<file path="src/rtl/usb_rx_pkg.sv">
// Shared types and line encodings for the USB receive front end.
// {dp, dm} codes for the two idle-capable differential states.
package usb_rx_pkg;

  typedef enum logic [1:0] {
    J   = 2'd0,
    K   = 2'd1,
    SE0 = 2'd2,
    SE1 = 2'd3
  } line_t;

  typedef enum logic [2:0] {
    IDLE = 3'd0,
    DATA = 3'd1,
    EOP1 = 3'd2,
    EOP2 = 3'd3,
    ERR  = 3'd4
  } rx_state_t;

  localparam logic [1:0] J_LINE = 2'b10;
  localparam logic [1:0] K_LINE = 2'b01;

endpackage

</file>
<file path="src/rtl/usb_nrzi_receiver_nrzi_decoder.sv">
// Classifies each bit-centre sample into a line state and NRZI-decodes J/K samples
// against the previous J/K level (SE0 restores the idle J reference).
module nrzi_decoder
  import usb_rx_pkg::*;
(
  input  logic  clk,
  input  logic  rst,
  input  logic  bit_en_i,
  input  logic  dp_i,
  input  logic  dm_i,
  output line_t line_o,
  output logic  bit_o
);

  line_t prev_q, prev_d;
  line_t line;

  always_comb begin
    unique case ({dp_i, dm_i})
      J_LINE:  line = J;
      K_LINE:  line = K;
      2'b00:   line = SE0;
      default: line = SE1;
    endcase
  end

  // A repeated level is a 1; any transition is a 0.
  assign bit_o  = ((line == J) || (line == K)) && (line == prev_q);
  assign line_o = line;

  always_comb begin
    prev_d = prev_q;
    if (bit_en_i) begin
      if ((line == J) || (line == K)) prev_d = line;
      else if (line == SE0)           prev_d = J;
    end
  end

  // NOTE: state registers take non-blocking assignments so every flop samples pre-edge values.
  always_ff @(posedge clk or posedge rst) begin
    if (rst) prev_q <= J;
    else     prev_q <= prev_d;
  end

endmodule

</file>
<file path="src/rtl/usb_nrzi_receiver.sv">
// USB receive front end: SYNC hunt, bit-unstuffing, LSB-first byte assembly and EOP
// detection with registered one-cycle status pulses for the packet layer.
module usb_nrzi_receiver
  import usb_rx_pkg::*;
#(
  parameter int STUFF_LIMIT = 6,
  parameter int SYNC_ZEROS  = 7
) (
  input  logic       clk,
  input  logic       rst,
  input  logic       bit_en,
  input  logic       dp_in,
  input  logic       dm_in,
  output logic [7:0] rx_byte,
  output logic       byte_valid,
  output logic       pkt_active,
  output logic       pkt_done,
  output logic       stuff_err,
  output logic       line_err,
  output logic       align_err
);

  localparam logic [2:0] STUFF_LIMIT_C = 3'(STUFF_LIMIT);
  localparam logic [2:0] SYNC_ZEROS_C  = 3'(SYNC_ZEROS);

  line_t     line;
  logic      dbit;

  rx_state_t state_q, state_d;
  logic [2:0] zero_cnt_q, zero_cnt_d;
  logic [2:0] ones_cnt_q, ones_cnt_d;
  logic [2:0] bit_cnt_q, bit_cnt_d;
  logic [6:0] shift_q, shift_d;
  logic [7:0] rx_byte_q, rx_byte_d;
  logic       prev_se0_q, prev_se0_d;
  logic       pkt_active_q, pkt_active_d;
  logic       byte_valid_q, byte_valid_d;
  logic       pkt_done_q, pkt_done_d;
  logic       stuff_err_q, stuff_err_d;
  logic       line_err_q, line_err_d;
  logic       align_err_q, align_err_d;

  nrzi_decoder u_dec (
    .clk      (clk),
    .rst      (rst),
    .bit_en_i (bit_en),
    .dp_i     (dp_in),
    .dm_i     (dm_in),
    .line_o   (line),
    .bit_o    (dbit)
  );

  // NOTE: every combinational output gets a default first, so no path can infer a latch.
  always_comb begin
    state_d      = state_q;
    zero_cnt_d   = zero_cnt_q;
    ones_cnt_d   = ones_cnt_q;
    bit_cnt_d    = bit_cnt_q;
    shift_d      = shift_q;
    rx_byte_d    = rx_byte_q;
    prev_se0_d   = prev_se0_q;
    pkt_active_d = pkt_active_q;
    byte_valid_d = 1'b0;
    pkt_done_d   = 1'b0;
    stuff_err_d  = 1'b0;
    line_err_d   = 1'b0;
    align_err_d  = 1'b0;

    if (bit_en) begin
      prev_se0_d = (line == SE0);
      unique case (state_q)
        IDLE: begin
          if ((line == J) || (line == K)) begin
            if (!dbit) begin
              if (zero_cnt_q != SYNC_ZEROS_C) zero_cnt_d = zero_cnt_q + 3'd1;
            end else if (zero_cnt_q >= SYNC_ZEROS_C) begin
              state_d      = DATA;
              pkt_active_d = 1'b1;
              ones_cnt_d   = 3'd1;
              bit_cnt_d    = 3'd0;
              zero_cnt_d   = 3'd0;
            end else begin
              zero_cnt_d = 3'd0;
            end
          end else begin
            zero_cnt_d = 3'd0;
          end
        end

        DATA: begin
          unique case (line)
            J, K: begin
              if (ones_cnt_q == STUFF_LIMIT_C) begin
                // The stuff check runs before the shift, so a violating 1 never lands in a byte.
                if (dbit) begin
                  stuff_err_d  = 1'b1;
                  pkt_active_d = 1'b0;
                  state_d      = ERR;
                end else begin
                  ones_cnt_d = 3'd0;
                end
              end else begin
                shift_d    = {dbit, shift_q[6:1]};
                bit_cnt_d  = bit_cnt_q + 3'd1;
                ones_cnt_d = dbit ? ones_cnt_q + 3'd1 : 3'd0;
                if (bit_cnt_q == 3'd7) begin
                  rx_byte_d    = {dbit, shift_q};
                  byte_valid_d = 1'b1;
                end
              end
            end
            SE0: state_d = EOP1;
            default: begin
              line_err_d   = 1'b1;
              pkt_active_d = 1'b0;
              state_d      = ERR;
            end
          endcase
        end

        EOP1: begin
          if (line == SE0) begin
            state_d = EOP2;
          end else begin
            line_err_d   = 1'b1;
            pkt_active_d = 1'b0;
            state_d      = ERR;
          end
        end

        EOP2: begin
          pkt_active_d = 1'b0;
          if (line == J) begin
            pkt_done_d  = 1'b1;
            align_err_d = (bit_cnt_q != 3'd0);
            zero_cnt_d  = 3'd0;
            state_d     = IDLE;
          end else begin
            line_err_d = 1'b1;
            state_d    = ERR;
          end
        end

        ERR: begin
          pkt_active_d = 1'b0;
          if ((line == J) && prev_se0_q) begin
            zero_cnt_d = 3'd0;
            state_d    = IDLE;
          end
        end

        default: state_d = IDLE;
      endcase
    end
  end

  always_ff @(posedge clk or posedge rst) begin
    if (rst) begin
      state_q      <= IDLE;
      zero_cnt_q   <= '0;
      ones_cnt_q   <= '0;
      bit_cnt_q    <= '0;
      shift_q      <= '0;
      rx_byte_q    <= '0;
      prev_se0_q   <= 1'b0;
      pkt_active_q <= 1'b0;
      byte_valid_q <= 1'b0;
      pkt_done_q   <= 1'b0;
      stuff_err_q  <= 1'b0;
      line_err_q   <= 1'b0;
      align_err_q  <= 1'b0;
    end else begin
      state_q      <= state_d;
      zero_cnt_q   <= zero_cnt_d;
      ones_cnt_q   <= ones_cnt_d;
      bit_cnt_q    <= bit_cnt_d;
      shift_q      <= shift_d;
      rx_byte_q    <= rx_byte_d;
      prev_se0_q   <= prev_se0_d;
      pkt_active_q <= pkt_active_d;
      byte_valid_q <= byte_valid_d;
      pkt_done_q   <= pkt_done_d;
      stuff_err_q  <= stuff_err_d;
      line_err_q   <= line_err_d;
      align_err_q  <= align_err_d;
    end
  end

  assign rx_byte    = rx_byte_q;
  assign byte_valid = byte_valid_q;
  assign pkt_active = pkt_active_q;
  assign pkt_done   = pkt_done_q;
  assign stuff_err  = stuff_err_q;
  assign line_err   = line_err_q;
  assign align_err  = align_err_q;

endmodule

</file>
<file path="config.mk">
export PLATFORM = sky130hd
export DESIGN_NAME = usb_nrzi_receiver
export DESIGN_NICKNAME = d
export VERILOG_FILES = /design/src/rtl/usb_rx_pkg.sv /design/src/rtl/usb_nrzi_receiver_nrzi_decoder.sv /design/src/rtl/usb_nrzi_receiver.sv
export SDC_FILE = /design/constraint.sdc
export NUM_CORES = 1
export LEC_CHECK = 0
export BUFFER_PORTS_ARGS = -buffer_cell sky130_fd_sc_hd__clkbuf_2
export CORE_ASPECT_RATIO = 1.75
export CORE_MARGIN = 5
export CORE_UTILIZATION = 45
export CTS_BUF_LIST = sky130_fd_sc_hd__clkbuf_16
export DETAILED_ROUTE_END_ITERATION = 8
export MAX_ROUTING_LAYER = met4
export PLACE_DENSITY_LB_ADDON = 0.05
export SYNTH_ARGS = -nofsm -noshare
export SYNTH_HDL_FRONTEND = slang
export SYNTH_SLANG_ARGS = --single-unit
</file>
<file path="constraint.sdc">
create_clock -name clk -period 2.3 [get_ports clk]
set_input_delay 0.23 -clock clk [delete_from_list [all_inputs] [get_ports clk]]
set_output_delay 0.23 -clock clk [all_outputs]
set_load 0.005 [all_outputs]
</file>
==> impl_metrics.csv, run 1 <==
group,metric,value,unit
logic_synthesis,synth.distinct_cells,51,
floorplan,boundaryPins,19,
floorplan,dieArea,5930,um2
cells_and_area,fin_util,53.0,%
floorplan,coreArea,4360,um2
clocking,cts_buffers,5,
power,switching_share,26.1,%
outcome,outcome,"finished clean",
critical_path,crit_path_end_kind,"register",
place,post-dp-hpwl,3.12,mm
power,power.switching,452,uW
clocking,cts_setup_buffers,0,
clocking,cts_tree,"done",
logic_synthesis,yosysTopAreaCellShare,45.0,%
logic_synthesis,synth_edf_count,0,
detailed_routing,wl_per_cell,16.4,um
cells_and_area,n_antenna_cell,0,
detailed_routing,wl,4.06,mm
cells_and_area,final_common_cell,"dfrtp_1",
logic_synthesis,async_flop_share,100,%
power,pwr-share-seq,41.6,%
power,pwr-share-comb,14.3,%
clocking,cts_max_level,2,
sta,setup_viol,0,
logic_synthesis,synth-seq-cells,36,
power,p_int,1.28,mW
power,irDropWorstVdd,492,uV
critical_path,r2r_start,"state_q[0]",
logic_synthesis,synth_nets,189,
worst_hold_path,hp-class,"in2async",
logic_synthesis,synthFlopType,"dfrtp_1",
place,gp_congestion,0.878,
cells_and_area,syn_to_final_growth,15.6,%
critical_path,cp.required,2.46,ns
logic_synthesis,avgSynthCellArea,11.6,um2
clocking,clkSinkCount,36,
logic_synthesis,synthCells,172,
critical_path,worstSetupStartpointType,"register",
logic_synthesis,yosysWarnings,0,
place,port_buffers,18,
critical_path,cp_max_fo,17,
cells_and_area,layout-drive-gt1-share,27.6,%
global_routing,overflow,0,
sta,period_share,81.0,%
job,drv_cap,0,
global_routing,grt_pass1_vias,1436,
detailed_routing,via_per_inst,5.53,
global_routing,grt_first_pass_wirelength,7.07,mm
sta,clock-skew-final,0.00473,ns
detailed_routing,drt_iter0_drc,35,
global_routing,antenna_found_initial,0,
detailed_routing,num_vias,1365,
sta,hold_viol,0,
floorplan,start_util,45.8,%
critical_path,crit_arrival,2.02,ns
sta,tns,0,ns
detailed_routing,dr.pass1.iters,4,
floorplan,die_h,98.2,um
logic_synthesis,syn_area,2000,um2
floorplan,rows,32,
clocking,clk_latency,0.28,ns
place,place_area,2140,um2
sta,max_freq,0.537,GHz
clocking,hold_buffers,0,
logic_synthesis,ys_seq_area_share,45.0,%
critical_path,crit_type,"reg2reg",
detailed_routing,drc_errors,0,
global_routing,grt.total_usage,16.3,%
logic_synthesis,synth_area_leader_cell,"dfrtp_1",
global_routing,grt_max_degree,37,
sta,holdWs,0.0324,ns
detailed_routing,detail-route-antenna-nets,0,
floorplan,die_w,60.4,um
sta,drv_slew,0,
power,power.density,747,nW/um2
critical_path,crit_path_start,"state_q[0]",
sta,fin_crit,1.86,ns
clocking,clockBufferDepth,2,
cells_and_area,nNetsFinal,212,
sta,tightest_slew,0.543,ns
power,power,1.73,mW
clocking,cts_resized,0,
clocking,path_clk_slew,0.06,ns
power,pwr-share-clk,44.1,%
sta,relSlewSlack,63.8,%
cells_and_area,final_cell_mix,"dfrtp_1, clkbuf_2, ha_1",
cells_and_area,design_area,2310,um2
logic_synthesis,synth_area_leaders,"dfrtp_1, ha_1, mux2_4, mux2_1, mux2_2",
sta,rsz0062_at_grt,"no",
clocking,clockRootBuffer,"clkbuf_16",
power,leakage,1.15,nW
area by class of cell:
| cell class | count | area [um2] |
|---|---|---|
| fillers | 401 | 2050 |
| clock inverters | 3 | 42.5 |
| clock buffers | 5 | 125 |
| well taps | 51 | 63.8 |
| flip-flops and latches | 36 | 901 |
| repair buffers | 22 | 120 |
| inverters | 10 | 37.5 |
| multi-input cells | 120 | 1020 |
sequential cells by signal, summed over array words and instances (netlist names), 2 cells and up:
| name | flops |
|---|---|
| rx_byte | 8 |
| shift_q | 7 |
| bit_cnt_q | 3 |
| ones_cnt_q | 3 |
| state_q | 3 |
| zero_cnt_q | 3 |
| u_dec.prev_q | 2 |
metal layers:
metal	GRT usage [%]	part of all wire [%]	vias up
li1	-	-	666
met3	3.17	2.7	10
met1	17.5	38	668
met5	-	0	-
met2	27.7	57	21
met4	7.17	2.9	0
critical path, stage by stage (launching register included):
cell and delay, ns:
dfrtp_1 0.68, nor3b_2 0.41, nand4bb_1 0.14, buf_4 0.19, mux2_1 0.32
power by group through the flow:
stage / Clock (mW) / Combinational, mW / Sequential [mW]
final: 0.762 / 0.247 / 0.719
after global routing: 0.815 / 0.278 / 0.727
after CTS: 0.784 / 0.250 / 0.718
after detailed placement: 0 / 0.249 / 0.730
after global placement: 0 / 0.241 / 0.729
after floorplan: 0 / 0.216 / 0.705
through the flow:
| stage | instances | setup slack, ns |
|---|---|---|
| after floorplan | 172 | 0.516 |
| after CTS | 247 | 0.424 |
| after global placement | 239 | 0.306 |
| final | 247 | 0.437 |
| after global routing | 247 | 0.269 |
| after detailed placement | 239 | 0.210 |
cell usage after synthesis, types with 3 or more instances:
| library cell | n |
|---|---|
| nand2b_1 | 3 |
| mux2_2 | 5 |
| mux2_1 | 7 |
| nand2_1 | 10 |
| a21oi_1 | 3 |
| mux2_4 | 7 |
| nand3_1 | 6 |
| inv_1 | 10 |
| nor2b_1 | 4 |
| a31oi_1 | 4 |
| a22o_1 | 5 |
| o31ai_1 | 3 |
| dfrtp_1 | 36 |
| nor2_1 | 10 |
| ha_1 | 12 |
| nand3b_1 | 3 |
worst paths after layout:
path                               to  slack [ns]  cells after the start
max                        rx_byte[3]        0.44                      4
min                        rx_byte[4]        0.03                      3
max reg2reg                rx_byte[3]        0.44                      4
min reg2reg                rx_byte[7]        0.48                      2
max in group asynchronous  rx_byte[6]        1.95                      3
min in group clk           state_q[1]        0.33                      2
logic make-up (layout without fill, tap and decap cells):
kind of cell             after synthesis  after routing  synth area share, %
XOR/XNOR                               3              3                 1.69
multiplexers                          19             19                 12.0
buffers and inverters                 16             40                 3.88
flip-flops                            36             36                 45.0
adder cells (fa/ha/maj)               12             12                 7.50
AND/OR/NAND/NOR                       55             55                 16.8
AO/OA/AOI/OAI                         31             31                 13.1
(Power assumes the default switching activity.)
==> run 2, diff against run 1 <==
clock period = 1.6 ns   (was 2.3 ns; I/O delays follow)
==> impl_metrics.csv, run 2 (synthesis gave the netlist of run 1 again) <==
group,metric,value,unit
clocking,clk_latency,0.28,ns
detailed_routing,num_vias,1526,
sta,rsz0062_at_grt,"yes",
critical_path,crit_arrival,1.79,ns
global_routing,grt.total_usage,18.2,%
critical_path,worstPathCellList,"ha_2, ha_4, a31oi_4, o31ai_4, o211ai_1, mux2_4",
clocking,cts_tree,"done",
cells_and_area,stdcell_count,288,
cells_and_area,final_common_cell,"buf_4",
sta,worst_slack,-0.0302,ns
cells_and_area,final_cell_mix,"buf_4, dfrtp_1, clkbuf_2",
floorplan,rows,32,
floorplan,dieArea,5930,um2
power,pwr-share-seq,37.0,%
global_routing,overflow,0,
critical_path,crit_path_start,"zero_cnt_q[1]",
global_routing,grt_max_degree,37,
power,power.switching,758,uW
floorplan,boundaryPins,19,
detailed_routing,wl,4.77,mm
global_routing,grt_first_pass_wirelength,7.87,mm
clocking,cts_max_level,2,
power,switching_share,27.6,%
critical_path,r2r_start,"zero_cnt_q[1]",
power,leakage,1.40,nW
clocking,cts_buffers,5,
sta,fin_crit,1.63,ns
floorplan,die_h,98.2,um
cells_and_area,n_antenna_cell,0,
clocking,clkSinkCount,36,
critical_path,cp.required,1.76,ns
outcome,violations,"negative hold slack, negative setup slack",
floorplan,die_w,60.4,um
critical_path,crit_type,"reg2reg",
sta,period_share,102,%
cells_and_area,nFillCells,349,
power,irDropWorstVdd,980,uV
detailed_routing,detail-route-antenna-nets,0,
place,place_area,2480,um2
place,gp_congestion,0.890,
outcome,outcome,"finished, violations left",
cells_and_area,design_area,2820,um2
critical_path,worstReg2RegEnd,"bit_cnt_q[0]",
detailed_routing,drc_errors,0,
detailed_routing,drt_iter0_drc,19,
place,place_ws,-0.217,ns
place,port_buffers,18,
sta,clock-skew-final,0.00464,ns
floorplan,start_util,45.8,%
critical_path,max_stage_delay,0.36,ns
cells_and_area,seqCellArea,905,um2
global_routing,grt_pass1_vias,1642,
place,post-dp-hpwl,3.66,mm
critical_path,r2r_cells,6,
critical_path,slowest_stage,"dfrtp_1",
cells_and_area,syn_to_final_growth,41.1,%
power,power.density,975,nW/um2
floorplan,coreArea,4360,um2
sta,drv_slew,0,
cells_and_area,multi_input_area,1180,um2
power,p_int,1.99,mW
sta,max_freq,0.613,GHz
job,drv_cap,0,
detailed_routing,dr.pass1.iters,4,
place,dp.cells,275,
cells_and_area,largest_reg_flops,8,
clocking,clockBufferDepth,2,
clocking,path_clk_slew,0.06,ns
sta,relSlewSlack,69.2,%
sta,tns,-0.0371,ns
critical_path,cp_max_fo,4,
critical_path,endpoint,"bit_cnt_q[0]",
detailed_routing,via_per_inst,5.30,
cells_and_area,nNetsFinal,253,
sta,setup_viol,3,
power,pwr-share-clk,40.7,%
sta,hold_viol,36,
power,pwr-share-comb,22.3,%
critical_path,rrSetupSlack,-0.03,ns
worst_hold_path,hp-class,"in2async",
critical_path,crit_path_end_kind,"register",
clocking,clockRootBuffer,"clkbuf_16",
sta,holdWs,-0.0170,ns
detailed_routing,wl_per_cell,16.6,um
critical_path,worstSetupStartpointType,"register",
global_routing,antenna_found_initial,0,
sta,tightest_slew,0.462,ns
cells_and_area,layout-drive-gt1-share,49.8,%
## run 2: final cells by class
class / count / area share [%]
clock buffer: 5 / 4.43
clock inverter: 3 / 1.51
inverter: 10 / 1.33
multi-input combinational: 120 / 42.0
sequential: 36 / 32.0
tap: 51 / 2.26
timing repair buffer: 63 / 16.4
## run 2: power groups by stage
stage	registers [mW]	logic (mW)	clock network, mW
after detailed placement	1.02	0.544	0
after global routing	1.02	0.673	1.17
after CTS	1.01	0.598	1.14
final	1.02	0.615	1.12
after floorplan	1.02	0.312	0
after global placement	1.02	0.526	0
## run 2: timing repair
action	CTS	global route
buffers inserted	0	5
hold buffers	0	0
gates resized for setup	12	14
endpoints found under the setup margin	10	27
pin swaps	5	9
## run 2: worst min path at each step
stage	from	endpoint	slack, ns	cells past startpoint
final	rst	stuff_err	-0.02	3
after global routing	rst	stuff_err	0.03	3
after CTS	rst	rx_byte[7]	0.001	3
after detailed placement	rst	rx_byte[5]	0.30	3
after global placement	rst	rx_byte[4]	0.26	3
after floorplan	rst	align_err	0.33	1
## run 2: metrics by stage
stage / util (%) / power (mW)
2_1_floorplan: - / 1.33
3_3_place_gp: 56.8 / 1.54
3_5_place_dp: 56.8 / 1.56
4_1_cts: 62.0 / 2.75
5_1_grt: 64.7 / 2.87
6_report: 64.7 / 2.75
## run 2: metal layers
metal	vias up	GRT usage [%]	wire length, um
met2	22	32.9	2710
met3	7	3.17	133
met4	0	6.48	116
li1	742	-	-
met1	755	18.5	1810
met5	-	-	0
## run 2: critical path: cells and delay by family (launching register included)
| kind | cells | cell delay [ns] |
|---|---|---|
| AO/OA/AOI/OAI | 3 | 0.50 |
| flip-flops | 1 | 0.36 |
| multiplexers | 1 | 0.30 |
| adder cells (fa/ha/maj) | 2 | 0.35 |
==> run 3, diff against run 2 <==
SKIP_LAST_GASP = 1   (was not set)
==> impl_metrics.csv, run 3 (synthesis gave the netlist of run 1 again) <==
group,metric,value,unit
floorplan,dieArea,5930,um2
sta,period_share,102,%
global_routing,grt_max_degree,37,
critical_path,crit_arrival,1.80,ns
clocking,cts_tree,"done",
critical_path,crit_type,"reg2reg",
critical_path,crit_path_end_kind,"register",
sta,tns,-0.0377,ns
global_routing,grt.total_usage,18.2,%
critical_path,worstPathCellList,"ha_2, ha_4, a31oi_4, o31ai_4, o211ai_1, mux2_4",
sta,rsz0062_at_grt,"yes",
sta,tightest_slew,0.463,ns
sta,worst_slack,-0.0366,ns
place,gp_congestion,0.890,
power,power.density,984,nW/um2
floorplan,coreArea,4360,um2
cells_and_area,final_common_cell,"buf_4",
power,leakage,1.39,nW
clocking,clk_latency,0.28,ns
critical_path,crit_buf_inv,0,
cells_and_area,fin_util,64.1,%
global_routing,grt_pass1_vias,1647,
detailed_routing,num_vias,1522,
floorplan,die_w,60.4,um
critical_path,cp.required,1.76,ns
detailed_routing,detail-route-antenna-nets,0,
clocking,clkSinkCount,36,
clocking,path_clk_slew,0.06,ns
outcome,violations,"negative hold slack, negative setup slack",
clocking,cts_max_level,2,
clocking,cts_buffers,5,
sta,max_freq,0.611,GHz
floorplan,boundaryPins,19,
floorplan,start_util,45.8,%
critical_path,max_stage_delay,0.37,ns
cells_and_area,n_antenna_cell,0,
critical_path,slowest_stage,"dfrtp_1",
critical_path,worst_path_dominant_cell_family,"compound AO/OA/AOI/OAI gates",
global_routing,overflow,0,
cells_and_area,largest_reg_flops,8,
sta,setup_viol,2,
detailed_routing,drt_iter0_drc,20,
outcome,outcome,"finished, violations left",
cells_and_area,nNetsFinal,252,
critical_path,worstSetupStartpointType,"register",
cells_and_area,final_cell_mix,"buf_4, dfrtp_1, clkbuf_2",
sta,drv_slew,0,
place,post-dp-hpwl,3.66,mm
place,port_buffers,18,
detailed_routing,wl,4.73,mm
sta,relSlewSlack,69.1,%
cells_and_area,layout-drive-gt1-share,48.7,%
detailed_routing,via_per_inst,5.30,
power,irDropWorstVdd,987,uV
detailed_routing,wl_per_cell,16.5,um
clocking,clockRootBuffer,"clkbuf_16",
global_routing,grt_first_pass_wirelength,7.89,mm
floorplan,rows,32,
sta,hold_viol,36,
sta,fin_crit,1.64,ns
detailed_routing,drc_errors,0,
job,drv_cap,0,
sta,holdWs,-0.0163,ns
floorplan,die_h,98.2,um
sta,clock-skew-final,0.00459,ns
clocking,clockBufferDepth,2,
cells_and_area,syn_to_final_growth,39.8,%
global_routing,antenna_found_initial,0,
detailed_routing,dr.pass1.iters,4,
worst_hold_path,hp-class,"in2async",
critical_path,cp_max_fo,4,
==> run 3: final timing paths <==
path                               start  slack (ns)         endpoint  depth (start not counted)
max                        zero_cnt_q[1]       -0.04     bit_cnt_q[0]                          6
min                                  rst       -0.02        stuff_err                          3
max reg2reg                zero_cnt_q[1]       -0.04     bit_cnt_q[0]                          6
min reg2reg                   rx_byte[7]        0.50       rx_byte[7]                          2
max in group asynchronous            rst        1.27  u_dec.prev_q[0]                          3
min in group clk                  bit_en        0.21       state_q[1]                          2
==> run 3: power by group <==
part           internal, mW  switching, mW
clock network         0.732          0.388
registers             0.958         0.0589
logic                 0.306          0.308
total                  2.00          0.755
==> run 3: worst reg2reg max path: stages (launching register included) <==
cell and delay [ns]:
dfrtp_1 0.37, ha_2 0.20, ha_4 0.15, a31oi_4 0.05, o31ai_4 0.25, o211ai_1 0.21, mux2_4 0.30
==> run 3: what timing repair did <==
| action | CTS | global route |
|---|---|---|
| buffers inserted | 0 | 4 |
| hold buffers | 0 | 0 |
| cloned | 0 | 0 |
| setup endpoints to repair | 10 | 27 |
| pin swaps | 4 | 5 |
| resized for setup | 11 | 11 |
==> run 3: stage by stage <==
stage | setup WS [ns] | hold slack (ns) | area (um2) | total power [mW] | std cells
CTS | -0.0208 | 0.000988 | 2700 | 2.74 | 283
floorplan | -0.146 | 0.327 | 2050 | 1.33 | 172
finish | -0.0366 | -0.0163 | 2800 | 2.75 | 287
global route | -0.122 | 0.0262 | 2800 | 2.87 | 287
global placement | -0.133 | 0.260 | 2480 | 1.54 | 275
detailed placement | -0.217 | 0.295 | 2480 | 1.56 | 275
==> run 3: cell type report <==
type / count / area [um2]
multi-input cells: 120 / 1170
flip-flops and latches: 36 / 905
fillers: 351 / 1570
clock inverters: 3 / 42.5
clock buffers: 5 / 125
repair buffers: 62 / 453
well taps: 51 / 63.8
inverters: 10 / 37.5
==> run 3: metal layers <==
metal	GRT usage, %	up-vias	wire (um)	part of all wire, %
met3	3.17	9	145	3.1
met5	-	-	0	0
met2	32.9	28	2680	57
li1	-	739	-	-
met1	18.6	746	1780	38
met4	6.48	0	133	2.8
